===== src/rtl/flit_injector_if.sv =====
// Router-side four-phase link: injector drives data/req, router returns ack.
interface flit_injector_if #(
    parameter int DATA_W = 32
);
    logic [DATA_W-1:0] data;
    logic              req;
    logic              ack;

    modport master (output data, output req, input ack);
    modport slave  (input data, input req, output ack);
endinterface


===== src/rtl/flit_injector.sv =====
// Burst flit generator feeding one router input over a four-phase req/ack link.
// Define INJ_LFSR_EN to advance the payload as a 28-bit LFSR instead of a counter.
//
// state  | meaning
// IDLE   | waiting for start
// GAP    | counting idle cycles before the next flit (frozen while en is low)
// REQ    | out_req high, waiting for ack high
// REL    | out_req low, waiting for ack low
// DONE   | one-cycle done pulse
module flit_injector #(
    parameter int DATA_W = 32,
    parameter int DEST_W = 4,
    parameter int CNT_W  = 16,
    parameter logic [DATA_W-DEST_W-1:0] SEED = 28'h1929227
) (
    input  logic                clk_i,
    input  logic                rst_ni,
    input  logic                start_i,
    input  logic                en_i,
    input  logic [DEST_W-1:0]   dest_i,
    input  logic [3:0]          gap_i,
    input  logic [CNT_W-1:0]    num_flits_i,
    flit_injector_if.master     rtr,
    output logic                busy_o,
    output logic                done_o,
    output logic [CNT_W-1:0]    sent_count_o
);
    localparam int PAY_W = DATA_W - DEST_W;

    localparam logic [2:0] S_IDLE = 3'd0;
    localparam logic [2:0] S_GAP  = 3'd1;
    localparam logic [2:0] S_REQ  = 3'd2;
    localparam logic [2:0] S_REL  = 3'd3;
    localparam logic [2:0] S_DONE = 3'd4;

`ifdef INJ_LFSR_EN
    // An all-zero LFSR state would never leave zero.
    localparam logic [PAY_W-1:0] PAY_RST = (SEED == '0) ? PAY_W'(1) : SEED;
`else
    localparam logic [PAY_W-1:0] PAY_RST = SEED;
`endif

    logic [2:0]         state_q,   state_d;
    logic [DEST_W-1:0]  dest_q,    dest_d;
    logic [3:0]         gap_q,     gap_d;
    logic [3:0]         gap_cnt_q, gap_cnt_d;
    logic [CNT_W-1:0]   remain_q,  remain_d;
    logic [CNT_W-1:0]   sent_q,    sent_d;
    logic [PAY_W-1:0]   payload_q, payload_d;
    logic [DATA_W-1:0]  data_q,    data_d;
    logic               req_q,     req_d;
    logic [PAY_W-1:0]   payload_adv;

`ifdef INJ_LFSR_EN
    assign payload_adv = {payload_q[PAY_W-2:0], payload_q[PAY_W-1] ^ payload_q[PAY_W-4]};
`else
    assign payload_adv = payload_q + PAY_W'(1);
`endif

    always_comb begin
        state_d   = state_q;
        dest_d    = dest_q;
        gap_d     = gap_q;
        gap_cnt_d = gap_cnt_q;
        remain_d  = remain_q;
        sent_d    = sent_q;
        payload_d = payload_q;
        data_d    = data_q;
        req_d     = req_q;
        case (state_q)
            S_IDLE: begin
                if (start_i) begin
                    dest_d    = dest_i;
                    gap_d     = gap_i;
                    gap_cnt_d = gap_i;
                    remain_d  = num_flits_i;
                    state_d   = (num_flits_i == '0) ? S_DONE : S_GAP;
                end
            end
            S_GAP: begin
                if (en_i) begin
                    if (gap_cnt_q == 4'd0) begin
                        state_d = S_REQ;
                        req_d   = 1'b1;
                        data_d  = {dest_q, payload_q};
                    end else begin
                        gap_cnt_d = gap_cnt_q - 4'd1;
                    end
                end
            end
            S_REQ: begin
                if (rtr.ack) begin
                    req_d   = 1'b0;
                    state_d = S_REL;
                end
            end
            S_REL: begin
                if (!rtr.ack) begin
                    sent_d    = sent_q + CNT_W'(1);
                    payload_d = payload_adv;
                    remain_d  = remain_q - CNT_W'(1);
                    if (remain_q == CNT_W'(1)) begin
                        state_d = S_DONE;
                    end else if (gap_q == 4'd0 && en_i) begin
                        state_d = S_REQ;
                        req_d   = 1'b1;
                        data_d  = {dest_q, payload_adv};
                    end else begin
                        // The ack-low cycle already counts as the first idle cycle.
                        state_d   = S_GAP;
                        gap_cnt_d = (gap_q == 4'd0) ? 4'd0 : gap_q - 4'd1;
                    end
                end
            end
            S_DONE:  state_d = S_IDLE;
            default: state_d = S_IDLE;
        endcase
    end

    always_ff @(posedge clk_i or negedge rst_ni) begin
        if (!rst_ni) begin
            state_q   <= S_IDLE;
            dest_q    <= '0;
            gap_q     <= '0;
            gap_cnt_q <= '0;
            remain_q  <= '0;
            sent_q    <= '0;
            payload_q <= PAY_RST;
            data_q    <= '0;
            req_q     <= 1'b0;
        end else begin
            state_q   <= state_d;
            dest_q    <= dest_d;
            gap_q     <= gap_d;
            gap_cnt_q <= gap_cnt_d;
            remain_q  <= remain_d;
            sent_q    <= sent_d;
            payload_q <= payload_d;
            data_q    <= data_d;
            req_q     <= req_d;
        end
    end

    assign rtr.data     = data_q;
    assign rtr.req      = req_q;
    assign busy_o       = (state_q == S_GAP) || (state_q == S_REQ) || (state_q == S_REL);
    assign done_o       = (state_q == S_DONE);
    assign sent_count_o = sent_q;
endmodule


===== src/flat_wrapper.sv =====
// flat-port wrapper written by rule: the top's interface ports become plain ports
module flit_injector_flat 
#(
    parameter int DATA_W = 32,
    parameter int DEST_W = 4,
    parameter int CNT_W  = 16,
    parameter logic [DATA_W-DEST_W-1:0] SEED = 28'h1929227
)
  (clk_i, rst_ni, start_i, en_i, dest_i, gap_i, num_flits_i, busy_o, done_o, sent_count_o, rtr_data, rtr_req, rtr_ack);
  flit_injector_if #(.DATA_W(DATA_W)) rtr_i ();
  input  logic clk_i;
  input  logic rst_ni;
  input  logic start_i;
  input  logic en_i;
  input  logic [DEST_W-1:0] dest_i;
  input  logic [3:0] gap_i;
  input  logic [CNT_W-1:0] num_flits_i;
  output logic busy_o;
  output logic done_o;
  output logic [CNT_W-1:0] sent_count_o;
  output wire logic [$bits(rtr_i.data)-1:0] rtr_data;
  output wire logic [$bits(rtr_i.req)-1:0] rtr_req;
  input wire logic [$bits(rtr_i.ack)-1:0] rtr_ack;
  assign rtr_data = rtr_i.data;
  assign rtr_req = rtr_i.req;
  assign rtr_i.ack = rtr_ack;
  flit_injector #(.DATA_W(DATA_W), .DEST_W(DEST_W), .CNT_W(CNT_W), .SEED(SEED)) u_core (.clk_i(clk_i), .rst_ni(rst_ni), .start_i(start_i), .en_i(en_i), .dest_i(dest_i), .gap_i(gap_i), .num_flits_i(num_flits_i), .rtr(rtr_i), .busy_o(busy_o), .done_o(done_o), .sent_count_o(sent_count_o));
endmodule

===== config.mk =====
export PLATFORM = sky130hd
export DESIGN_NAME = flit_injector_flat
export DESIGN_NICKNAME = d
export VERILOG_FILES = /design/src/rtl/flit_injector_if.sv /design/src/rtl/flit_injector.sv /design/src/flat_wrapper.sv
export SDC_FILE = /design/constraint.sdc
export NUM_CORES = 1
export LEC_CHECK = 0
export BUFFER_PORTS_ARGS = -buffer_cell sky130_fd_sc_hd__buf_2
export CORE_ASPECT_RATIO = 0.75
export CORE_UTILIZATION = 40
export CTS_BUF_LIST = sky130_fd_sc_hd__clkbuf_8 sky130_fd_sc_hd__clkbuf_16
export CTS_CLUSTER_SIZE = 10
export DETAILED_ROUTE_END_ITERATION = 8
export SLEW_MARGIN = 10
export SYNTH_ARGS = -nofsm -noshare
export SYNTH_HDL_FRONTEND = slang
export SYNTH_SLANG_ARGS = --single-unit
export TNS_END_PERCENT = 100

===== constraint.sdc =====
create_clock -name clk_i -period 7.6 [get_ports clk_i]
set_clock_uncertainty 0.2 [all_clocks]
set_input_delay 1.52 -clock clk_i [delete_from_list [all_inputs] [get_ports clk_i]]
set_output_delay 1.52 -clock clk_i [all_outputs]
set_load 0.02 [all_outputs]

==> summary.txt <==
Outcome
  • Status: finished clean

Global routing
  • Antenna violations before repair: 0
  • Largest net degree at the start of global routing: 60
  • First-pass GRT wire length: 21200 µm
  • Number of global-route vias before repair: 4148
  • Final global-route overflow total: 0
  • Gr usage total: 17.9%

Clocking
  • CTS tree: built
  • Worst skew pair latency: 0.35 ns
  • Hold-fix buffers at CTS: 0
  • Post-CTS setup buffers: 0
  • Root Driver: clkbuf_16
  • Clock buffer depth: 2
  • # clock sinks: 108
  • PostCTS Resize Cnt: 0
  • Reg clk slew, reported paths: 0.07 ns
  • TritonCTS Buffers: 9
  • CTS H-tree lvls: 3

Logic synthesis
  • Net Count, Synth: 592
  • Syn. warnings: 0
  • Async S/R FF share, synth: 100%
  • Post-Syn Area: 0.00582 mm²
  • EDFF count, synth: 0
  • Post-synth top flop: dfrtp_1
  • Yosys reg bits: 108
  • Synth unique cells: 53
  • Synthesized area per cell: 10.5 µm²
  • Post-synthesis sequential area ratio: 46.7%
  • Gate Count Post-Synth: 555

Power and ir drop
  • Peak VDD IR: 174 µV
  • LEAKAGE: 3.02 nW
  • Tot Pwr: 0.00202 W
  • Pwr dens: 303 mW/mm²

STA
  • Pins Over Slew Limit: 0
  • # setup viols final: 0
  • Min Tclk post-route: 4.30 ns
  • RSZ-0062 raised after global routing: no
  • Worst hold slack: 0.270 ns
  • Fmax achieved: 233 MHz
  • Hold Violations, Final: 0
  • Worst Tran Pin Value: 0.936 ns
  • Slew HR: 37.4%
  • Final worst path period share: 56.5%
  • Setup_tns: 0 ns

Die
  • Area of the die: 0.0150 mm²
  • # IOs: 80
  • Starting Density: 41.7%
  • Core area: 0.0139 mm²
  • Chip Height: 106 µm
  • DIE WIDTH: 141 µm
  • Row count: 37

Detailed routing
  • M1 wire length: 6530 µm
  • Met2 routed WL: 5200 µm
  • Top Layer Used: met4
  • DR pass1 iterations: 5
  • DRT Wirelength: 12400 µm
  • Routed WL per cell: 15.1 µm
  • DR iter-0 viols: 279
  • Detail Route met3 WL: 550 µm
  • Routed vias: 4233
  • Via density: 5.15
  • Routed Antenna Nets: 0
  • Residual DRC count: 0

Job
  • Total of max-cap violations: 0

Finish
  • Antenna diode count: 0
  • Final Non-Filler Cells: 822
  • Nets: 659
  • Synthesis-to-layout area growth: 14.5%
  • Layout cells sized above 1: 25.7%
  • Most common cell after layout, fill and taps aside: dfrtp_1
  • Highest-count cells in the layout ignoring fill and taps: 97 x dfrtp_1, 78 x buf_2, 52 x nand2_1

Place
  • Final Wtd Congestion: 0.831
  • HPWL after detailed placement: 8960 µm
  • Port buffer count: 79
  • Dpl cells: 806

Critical path
  • WP data arrival: 4.33 ns
  • R2R depth: 6
  • Kind of critical path: input port to flip-flop
  • CP endpoint kind: flip-flop
  • CP Launch Type: input port
  • Worst flop-to-flop path startpoint: u_core.state_q[1]
  • Worst EP required: 7.64 ns
  • Cells along the critical path: buf_2 > or3b_2 > a21oi_2 > nand2_1 > o22ai_4 > buf_4 > mux2_2
  • Max stage delay on crit path: 0.60 ns
  • R2R Path End: u_core.rtr.data[16]
  • Reg2reg setup slack: 3.79 ns
  • Worst path slowest cell: a21oi_2
  • Crit-path max FO: 19

Worst hold path
  • Cell depth of the worst hold path: 1
  • HP Class: flip-flop to flip-flop
  • Hold Path End: u_core.sent_count_o[15]
  • Worst Hold Launch: u_core.sent_count_o[15]
## cell families (layout without fill, tap and decap cells)
family / after synthesis / count (layout) / share of synthesized area (%)
DFF: 108 / 108 / 46.7
buffers and inverters: 37 / 109 / 2.77
muxes: 47 / 47 / 10.9
AOI/OAI and AO/OA: 76 / 76 / 8.35
xor gates and xnor gates: 71 / 71 / 10.7
adders and majority gates: 8 / 8 / 1.72
and+or+nand+nor: 208 / 208 / 18.8
## critical path: cells and delay by family
family                 cells  cell delay, ns
AOI/OAI and AO/OA          2            1.18
buffers and inverters      2            0.56
muxes                      1            0.38
and+or+nand+nor            2            0.67
## synth_stat cells (3+ instances only)
cell | count | share of area [%]
and3_1 | 6 | 0.65
mux2_4 | 29 | 7.5
nand2b_1 | 4 | 0.43
buf_6 | 3 | 0.58
o32ai_1 | 3 | 0.45
dfrtp_1 | 97 | 42
inv_1 | 10 | 0.65
nand2_1 | 52 | 3.4
a22oi_1 | 4 | 0.52
xor2_1 | 27 | 4.1
o2bb2ai_1 | 3 | 0.45
nand3_1 | 21 | 1.8
clkbuf_1 | 23 | 1.5
nand4_1 | 25 | 2.7
or3_1 | 4 | 0.43
or4_1 | 4 | 0.52
mux2_2 | 16 | 3.1
o211ai_1 | 3 | 0.39
xnor2_1 | 44 | 6.6
nor3_1 | 13 | 1.1
and4_1 | 5 | 0.75
ha_1 | 8 | 1.7
o21ai_0 | 26 | 2.2
nor3b_1 | 4 | 0.52
a21oi_1 | 22 | 1.9
nor2_1 | 38 | 2.5
nor4_1 | 10 | 1.1
and2_1 | 9 | 0.97
dfstp_2 | 11 | 5.0
## metrics by stage
step	area, µm²	util (%)	setup slack (ns)
2_1_floorplan	5820	-	4.17
3_3_place_gp	6360	45.7	2.97
3_5_place_dp	6360	45.7	2.92
4_1_cts	6660	47.8	3.30
5_1_grt	6660	47.8	3.10
6_report	6660	47.8	3.30
## routing by layer
layer / GRT usage, % / up-vias
li1: - / 2100
met1: 26.5 / 2024
met2: 25.6 / 95
met3: 4.86 / 14
met4: 4.43 / 0
met5: 0 / -
## power by group
group          switching (W)  leakage (nW)  internal, W
Combinational       0.000376          1.49     0.000306
Clock               0.000212         0.149     0.000255
Sequential          0.000158          1.38     0.000712
## state kept, by name, indices dropped and copies added (netlist names)
| signal | count |
|---|---|
| u_core.dest_q | 4 |
| u_core.gap_cnt_q | 4 |
| u_core.state_q | 3 |
| u_core.remain_q | 16 |
| u_core.gap_q | 4 |
| u_core.rtr.req | 1 |
| u_core.sent_count_o | 16 |
| u_core.rtr.data | 32 |
| u_core.payload_q | 28 |
## worst max-delay path by stage
stage,from,to
final,start_i,u_core.rtr.data[16]
after global routing,start_i,u_core.rtr.data[16]
after CTS,start_i,u_core.rtr.data[15]
after detailed placement,start_i,u_core.rtr.data[15]
after global placement,start_i,u_core.rtr.data[16]
after floorplan,start_i,u_core.rtr.data[0]
## cell type report
| class | instances | area, µm² |
|---|---|---|
| Clock buffer | 9 | 225 |
| Tap cell | 195 | 244 |
| Inverter | 10 | 37.5 |
| Timing Repair Buffer | 83 | 428 |
| Clock inverter | 7 | 67.6 |
| Sequential cell | 108 | 2720 |
| Fill cell | 1288 | 7280 |
| Multi-Input combinational cell | 410 | 2940 |
No activity file was read; power rests on OpenSTA's default activity.
